**src/rtl/chan_arb_pkg.sv**
```systemverilog
// chan_arb_pkg: shared types and helpers for the arbitrating register slice.
//   arb_state_e : packet-lock state (IDLE / LOCKED).
//   rr_pick()   : one-hot round-robin pick over up to MAX_NCH requesters.
package chan_arb_pkg;

    localparam int unsigned MAX_NCH = 32;

    typedef enum logic {IDLE, LOCKED} arb_state_e;

    // Search ptr+1, ptr+2, ... modulo nch; first valid requester wins.
    function automatic logic [MAX_NCH-1:0] rr_pick(input logic [MAX_NCH-1:0] valid,
                                                   input int unsigned        ptr,
                                                   input int unsigned        nch);
        logic        found;
        int unsigned idx;
        rr_pick = '0;
        found   = 1'b0;
        for (int unsigned k = 1; k <= nch; k++) begin
            idx = (ptr + k) % nch;
            if (!found && valid[idx]) begin
                rr_pick[idx] = 1'b1;
                found        = 1'b1;
            end
        end
    endfunction

endpackage

```
**src/rtl/rr_arbiter.sv**
```systemverilog
// rr_arbiter: combinational one-hot grant from a request vector.
//   mode_rr : 0 = fixed priority (lowest index), 1 = round-robin after ptr.
//   valid   : per-requester request.
//   ptr     : index of the last requester served (round-robin origin).
//   grant   : one-hot grant, zero when nothing requests.
module rr_arbiter
    import chan_arb_pkg::*;
#(
    parameter  int NCH = 4,
    localparam int CW  = $clog2(NCH)
) (
    input  logic            mode_rr,
    input  logic [NCH-1:0]  valid,
    input  logic [CW-1:0]   ptr,
    output logic [NCH-1:0]  grant
);

    always_comb begin
        grant = '0;
        if (mode_rr) begin
            grant = NCH'(rr_pick(MAX_NCH'(valid), 32'(ptr), 32'(NCH)));
        end else begin
            for (int unsigned i = 0; i < NCH; i++) begin
                if (valid[i] && (grant == '0)) grant[i] = 1'b1;
            end
        end
    end

endmodule

```
**src/rtl/chan_arb_reg.sv**
```systemverilog
// chan_arb_reg: NCH-channel arbitrating register slice with packet locking.
//   clk, rst    : rising-edge clock, asynchronous active-high reset.
//   mode_rr     : 0 = fixed priority, 1 = round-robin.
//   in_valid/in_last/in_data : per-channel beat (channel i at [i*WIDTH +: WIDTH]).
//   in_ready    : per-channel accept, one-hot or zero.
//   out_valid/out_data/out_last/out_chan : registered beat and its source.
//   out_ready   : consumer accept.
module chan_arb_reg
    import chan_arb_pkg::*;
#(
    parameter  int WIDTH = 8,
    parameter  int NCH   = 4,
    localparam int CW    = $clog2(NCH)
) (
    input  logic                  clk,
    input  logic                  rst,
    input  logic                  mode_rr,
    input  logic [NCH-1:0]        in_valid,
    input  logic [NCH-1:0]        in_last,
    input  logic [NCH*WIDTH-1:0]  in_data,
    output logic [NCH-1:0]        in_ready,
    output logic                  out_valid,
    output logic [WIDTH-1:0]      out_data,
    output logic                  out_last,
    output logic [CW-1:0]         out_chan,
    input  logic                  out_ready
);

    arb_state_e     state, state_next;
    logic [CW-1:0]  rr_ptr;
    logic [CW-1:0]  lock_chan;
    logic [NCH-1:0] arb_grant;
    logic [NCH-1:0] grant;
    logic [CW-1:0]  g;
    logic           load;
    logic           xfer;
    logic           sel_last;
    logic [WIDTH-1:0] sel_data;

    rr_arbiter #(.NCH(NCH)) u_arb (
        .mode_rr (mode_rr),
        .valid   (in_valid),
        .ptr     (rr_ptr),
        .grant   (arb_grant)
    );

    assign load = !out_valid || out_ready;

    // While locked only the owning channel may be granted; the free arbiter is ignored.
    always_comb begin
        grant = '0;
        if (state == LOCKED) grant[lock_chan] = in_valid[lock_chan];
        else                 grant = arb_grant;
    end

    assign in_ready = load ? grant : '0;
    assign xfer     = |(in_valid & in_ready);

    always_comb begin
        g = '0;
        for (int unsigned i = 0; i < NCH; i++) begin
            if (grant[i]) g = CW'(i);
        end
    end

    assign sel_data = in_data[g*WIDTH +: WIDTH];
    assign sel_last = in_last[g];

    always_comb begin
        state_next = state;
        case (state)
            IDLE:    if (xfer && !sel_last) state_next = LOCKED;
            LOCKED:  if (xfer && sel_last)  state_next = IDLE;
            default: state_next = IDLE;
        endcase
    end

    always_ff @(posedge clk or posedge rst) begin
        if (rst) begin
            state     <= IDLE;
            rr_ptr    <= CW'(NCH - 1);
            lock_chan <= '0;
            out_valid <= 1'b0;
            out_data  <= '0;
            out_last  <= 1'b0;
            out_chan  <= '0;
        end else begin
            state <= state_next;
            case (state)
                IDLE:    if (xfer && !sel_last) lock_chan <= g;
                default: ;
            endcase
            if (xfer && sel_last) rr_ptr <= g;
            if (load) begin
                out_valid <= xfer;
                if (xfer) begin
                    out_data <= sel_data;
                    out_last <= sel_last;
                    out_chan <= g;
                end
            end
        end
    end

endmodule

```
**config.mk**
```make
export PLATFORM = sky130hd
export DESIGN_NAME = chan_arb_reg
export DESIGN_NICKNAME = d
export VERILOG_FILES = /design/src/rtl/chan_arb_pkg.sv /design/src/rtl/rr_arbiter.sv /design/src/rtl/chan_arb_reg.sv
export SDC_FILE = /design/constraint.sdc
export NUM_CORES = 1
export LEC_CHECK = 0
export BUFFER_PORTS_ARGS = -buffer_cell sky130_fd_sc_hd__buf_2
export CORE_ASPECT_RATIO = 1.1
export CORE_MARGIN = 3
export CORE_UTILIZATION = 55
export CTS_BUF_LIST = sky130_fd_sc_hd__clkbuf_2 sky130_fd_sc_hd__clkbuf_4 sky130_fd_sc_hd__clkbuf_8
export CTS_CLUSTER_SIZE = 28
export DETAILED_ROUTE_END_ITERATION = 16
export GPL_TIMING_DRIVEN = 1
export PLACE_DENSITY_LB_ADDON = 0.25
export SETUP_SLACK_MARGIN = 0.1
export SLEW_MARGIN = 30
export SYNTH_ARGS = -nofsm -noshare
export SYNTH_HDL_FRONTEND = slang
export SYNTH_SLANG_ARGS = --single-unit
```
**constraint.sdc**
```tcl
create_clock -name clk -period 8.93 [get_ports clk]
set_input_delay 1.786 -clock clk [delete_from_list [all_inputs] [get_ports clk]]
set_output_delay 1.786 -clock clk [all_outputs]
set_load 0.01 [all_outputs]
```
### After elaboration in Yosys (flattened, before gate mapping)

Index checks and enable logic that the tools add are counted.

* input port bits: 44
* logic and storage cells: 105
* bits in registers: 17

* bitwise logic cells: 7
* shifts and indexed selects: 1
* $lt $le $gt $ge: 11
* multiplexer cells: 51
* $add $sub $neg: 4
* reduce and logical (&&, ||, !) cells: 24

Operators by type and width (number)
* two-way mux 4 bit: 10
* variable part select 32 x 6 -> 8 bit: 1
* two-way mux 1 bit: 27
* less-than comparator 2 x 6 -> 1 bit, second input constant: 4
* logical AND 1 bit: 13
* binary-select mux 1 bit (select 2 bit): 6
* OR 4 bit: 3
* demux 1 bit (select 2 bit): 5
* greater-or-equal comparator 2 x 1 -> 1 bit, second input constant: 5
* bitwise AND 4 bit: 2
* less-than comparator 2 x 3 -> 1 bit, second input constant: 2
* zero test 1 bit: 5
* adder 2 x 1 -> 2 bit, second input constant: 2
* adder 2 bit, second input constant: 2
* two-way mux 2 bit: 2
* AND reduction 2 bit: 2
* OR reduction 4 bit: 1
* zero test 3 bit: 1
* zero test 2 bit: 1
* NOT 1 bit: 2
* one-hot mux 1 bit (2 select lines): 1
* logical OR 1 bit: 1

### Longest topological paths before layout

* word-level depth: 27
* gate-level depth with buffers: 13

### By module

Synthesis repeated with hierarchy kept, for this count alone.

* cells, all modules: 179
* area total of the unflattened synthesis: 1601.5 µm²

By module, submodules not included
* chan_arb_reg: cells each 137, sequential area each 427.9 µm², times used 1, area an instance 1184.9 µm²
* rr_arbiter: cells each 42, sequential area each 0.0 µm², times used 1, area an instance 416.6 µm²

### Least setup slack after synthesis

OpenSTA, ideal clock, no wires.

* kind: input to output
* from: in in_valid[2]
* to: out in_ready[3]
* data arrival time: 3.580 ns
* slack: 3.564 ns
* stages on the path: 8
* path buffers: 1
* path through: buf_2 mux4_2 nand3b_1 a2111oi_2 a41oi_1 nand2_2 inv_1 nor2_1

* word-level cells in the longest chain between the ends: 18

Ends and longest elaborated chain
* start, declared: RTL line chan_arb_reg.sv:18 `input logic [NCH-1:0] in_valid,`
* binary-select mux 1 bit (select 2 bit): RTL line chan_arb_pkg.sv:20 `if (!found && valid[idx]) begin`
* two-way mux 1 bit (implied by the code): RTL line chan_arb_pkg.sv:20
* two-way mux 1 bit: RTL line chan_arb_pkg.sv:20
* two-way mux 1 bit: RTL line rr_arbiter.sv:20 `if (mode_rr) begin`
* zero test 1 bit: RTL line chan_arb_pkg.sv:20
* logical AND 1 bit: RTL line chan_arb_pkg.sv:20
* two-way mux 1 bit: RTL line chan_arb_pkg.sv:20
* two-way mux 1 bit: RTL line rr_arbiter.sv:20
* [... 2 more ...]
* two-way mux 1 bit: RTL line chan_arb_pkg.sv:20
* two-way mux 1 bit: RTL line rr_arbiter.sv:20
* zero test 1 bit: RTL line chan_arb_pkg.sv:20
* logical AND 1 bit: RTL line chan_arb_pkg.sv:20
* two-way mux 4 bit: RTL line chan_arb_pkg.sv:20
* two-way mux 4 bit: RTL line rr_arbiter.sv:20
* two-way mux 4 bit *: RTL line chan_arb_reg.sv:52 `if (state == LOCKED) grant[lock_chan] = in_valid[lock_chan];`
* two-way mux 4 bit *: RTL line chan_arb_reg.sv:56 `assign in_ready = load ? grant : '0;`
* end, declared: RTL line chan_arb_reg.sv:21 `output logic [NCH-1:0] in_ready,`

Every way passes the cells marked *; elsewhere a longest branch is shown, timed or not. The select of a mux whose other input is x is not followed.

### Worst setup path in the final report

* from: in in_valid[0]
* to: out in_ready[3]

The elaborated chain is that of the path after synthesis.

==> run summary <==
final worst-path cycle share - 64.7%
post_cts resized - 0
worst-path cell chain - buf_2, mux4_2, nand3b_1, a2111oi_2, a41oi_1, nand2_2, inv_1, nor2_1, buf_2
Core Util, Final - 70.5%
sequential fraction of design power - 24.3%
Clock Skews - 0.995 ps
DP HPWL - 3440 um
Reg2Reg Capture Point - lock_chan[1]
Post-synth top cells - nor2_1 (35), nand2_1 (21), mux2i_1 (16)
worst slew pin tran - 738 ps
Post-Synth XOR/XNOR Area - 0%
initial core utilization - 60.5%
most frequent cell after synthesis - nor2_1
wire per inst - 15.3 um
CP max-delay cell - mux4_2
Pwr Total - 701 uW
hold path start - out_last
# DRC - 0
Root Driver - clkbuf_4
Hold Crit Class - reg2reg
Clock Power Share - 6.0%
clock buffer depth - 2
Worst Setup EP - in_ready[3]
port bufs - 59
post-route ant nets - 0
R2R setup slack - 4660 ps
mux contribution to synthesized area - 18.1%
setup bufs post-CTS - 0
Max Fclk - 173 MHz
Max FO, Critical Path - 19
clk sinks - 17
Compound-Gate Fraction of Synth Area - 21.5%
I/O pin total - 60
Detailed Route WL - 4390 um
worst hold slack - 508 ps
mapped cell area - 1760 um^2
Worst Setup Path Type - in2out
CP startpoint - in_valid[0]
Period minus WS final - 5770 ps
Leak - 0.949 nW
area of the core - 2900 um^2
Setup Viol. Count Final - 0
Gate Count Post-Synth - 206
dominant cells by area after synthesis - dfrtp_1 (21%), mux2i_1 (9.1%), nor2_1 (7.5%)
cell repeated most along the worst path - buf_2
1st-pass router iterations - 4
htree depth - 1
Yosys reg bits - 17
Rel. slew slack - 50.6%
Combinational Power Share - 69.8%
Synth Area per Inst - 8.53 um^2
vias per cell - 5.99
Pint - 354 uW
Skew-Pair Late Insertion Delay - 290 ps
area leader, netlist - dfrtp_1
final slew viol count - 0
floorplan row count - 20
EDFF count, synth - 0
CTS tree - built
FF-to-FF path depth - 10
asr flop ratio synth - 100%
DR vias - 1719
share of cells above drive strength 1 - 33.1%
Post-layout nets - 307
Critical Path AT - 3990 ps
Placement Setup Slack - 3180 ps
pwr/cell area - 343 nW/um^2
initial DRC count - 109
GPL Wtd Cong - 0.916
largest net degree at the start of global routing - 27
Setup TNS Final - 0 ps
outcome - finished, final reports clean
P_sw - 348 uW
Total Routing Usage GR - 24.0%
antenna violations before repair - 0
maxcap violations - 0
Layout area overhead - 16.5%
CTS Hold Buffers Added - 0
CTS buffer count - 3
Synth Area in Simple Gates - 23.9%
Die H - 65.3 um
CP Capture Type - output pin
post-synthesis sequential area ratio - 24.4%
reg-to-reg critical path startpoint - rr_ptr[0]
largest family of logic cells by synthesized area - simple AND/OR/NAND/NOR gates
Clock Pin Slew Worst Setup and Hold Paths - 100 ps
Hold Violations, Final - 0
remaining global-route overflow - 0
syn nets - 258
Die ar. - 3910 um^2
post-synth top area share - 21.4%
RSZ-0062 raised after global routing - false
final worst slack - 3160 ps
Chip Width - 59.9 um
Synth cell types - 54
Net Sw Frac - 49.6%
max incr delay on CP - 560 ps
required time of the critical path - 7140 ps
ys flop type - dfrtp_1
via count of the first global-routing pass - 1638
first-pass GRT wire length - 7280 um
antenna cells - 0
yosys warns - 0
Worst setup SP type - input port
VDD IR max - 0.210 mV
Post-Synth Adder-Cell Area - 5.70%
-- logic make-up after synthesis --
| group | Yosys count |
|---|---|
| compound gates | 48 |
| fa+ha+maj | 8 |
| mux | 26 |
| buf+inv | 24 |
| flops | 17 |
| simple gates | 83 |
-- worst max-delay path, delay by kind of cell --
kind | cells | cell delay, ps
simple gates | 3 | 640
mux | 1 | 560
compound gates | 2 | 530
buf+inv | 3 | 470
-- state kept, by name (all words and copies together) (netlist names) --
signal,cells
state,1
out_valid,1
out_data,8
out_last,1
out_chan,2
lock_chan,2
rr_ptr,2
-- worst min-delay path by stage --
stage / to / slack (ps) / cells past startpoint
6_report: out_last / 510 / 1
5_1_grt: out_last / 540 / 1
4_1_cts: out_last / 510 / 1
3_5_place_dp: out_last / 480 / 1
3_3_place_gp: out_last / 480 / 1
2_1_floorplan: out_last / 530 / 1
-- power by group through the flow --
stage               Sequential (mW)  Clock (mW)  Combinational, mW
finish                        0.170      0.0418              0.489
global route                  0.180      0.0464              0.547
CTS                           0.170      0.0434              0.494
detailed placement            0.171           0              0.490
global placement              0.170           0              0.484
floorplan                     0.159           0              0.397
-- per-stage QoR --
stage / cells / cell area [um^2]
2_1_floorplan: 206 / 1760
3_5_place_dp: 283 / 2020
5_1_grt: 287 / 2050
3_3_place_gp: 283 / 2020
6_report: 287 / 2050
4_1_cts: 287 / 2050
-- layer usage --
| layer | GRT usage [%] | routed length [um] | vias to the layer above |
|---|---|---|---|
| li1 | - | - | 845 |
| met4 | 9.97 | 82 | 0 |
| met3 | 1.96 | 196 | 10 |
| met5 | 0 | 0 | - |
| met2 | 43.8 | 2390 | 65 |
| met1 | 27.9 | 1720 | 799 |
-- cell type report --
type / instances / area, um^2
multi-input cells: 165 / 1220
fillers: 267 / 857
flip-flops and latches: 17 / 428
repair buffers: 60 / 303
well taps: 33 / 41.3
inverters: 8 / 30.0
clock buffers: 3 / 22.5
clock inverters: 1 / 5.00
-- layout by cell type (no fill, tap or decap), drive strengths merged, types with 4 or more instances in the layout --
cell and instances:
buf 60, nor2 35, nand2 22, mux2i 16
dfrtp 15, a22oi 9, a21oi 9, inv 8
ha 8, mux2 6, nand2b 5, o21ai 5
mux4 4, nand3 4
No activity file was read; power rests on OpenSTA's default activity.
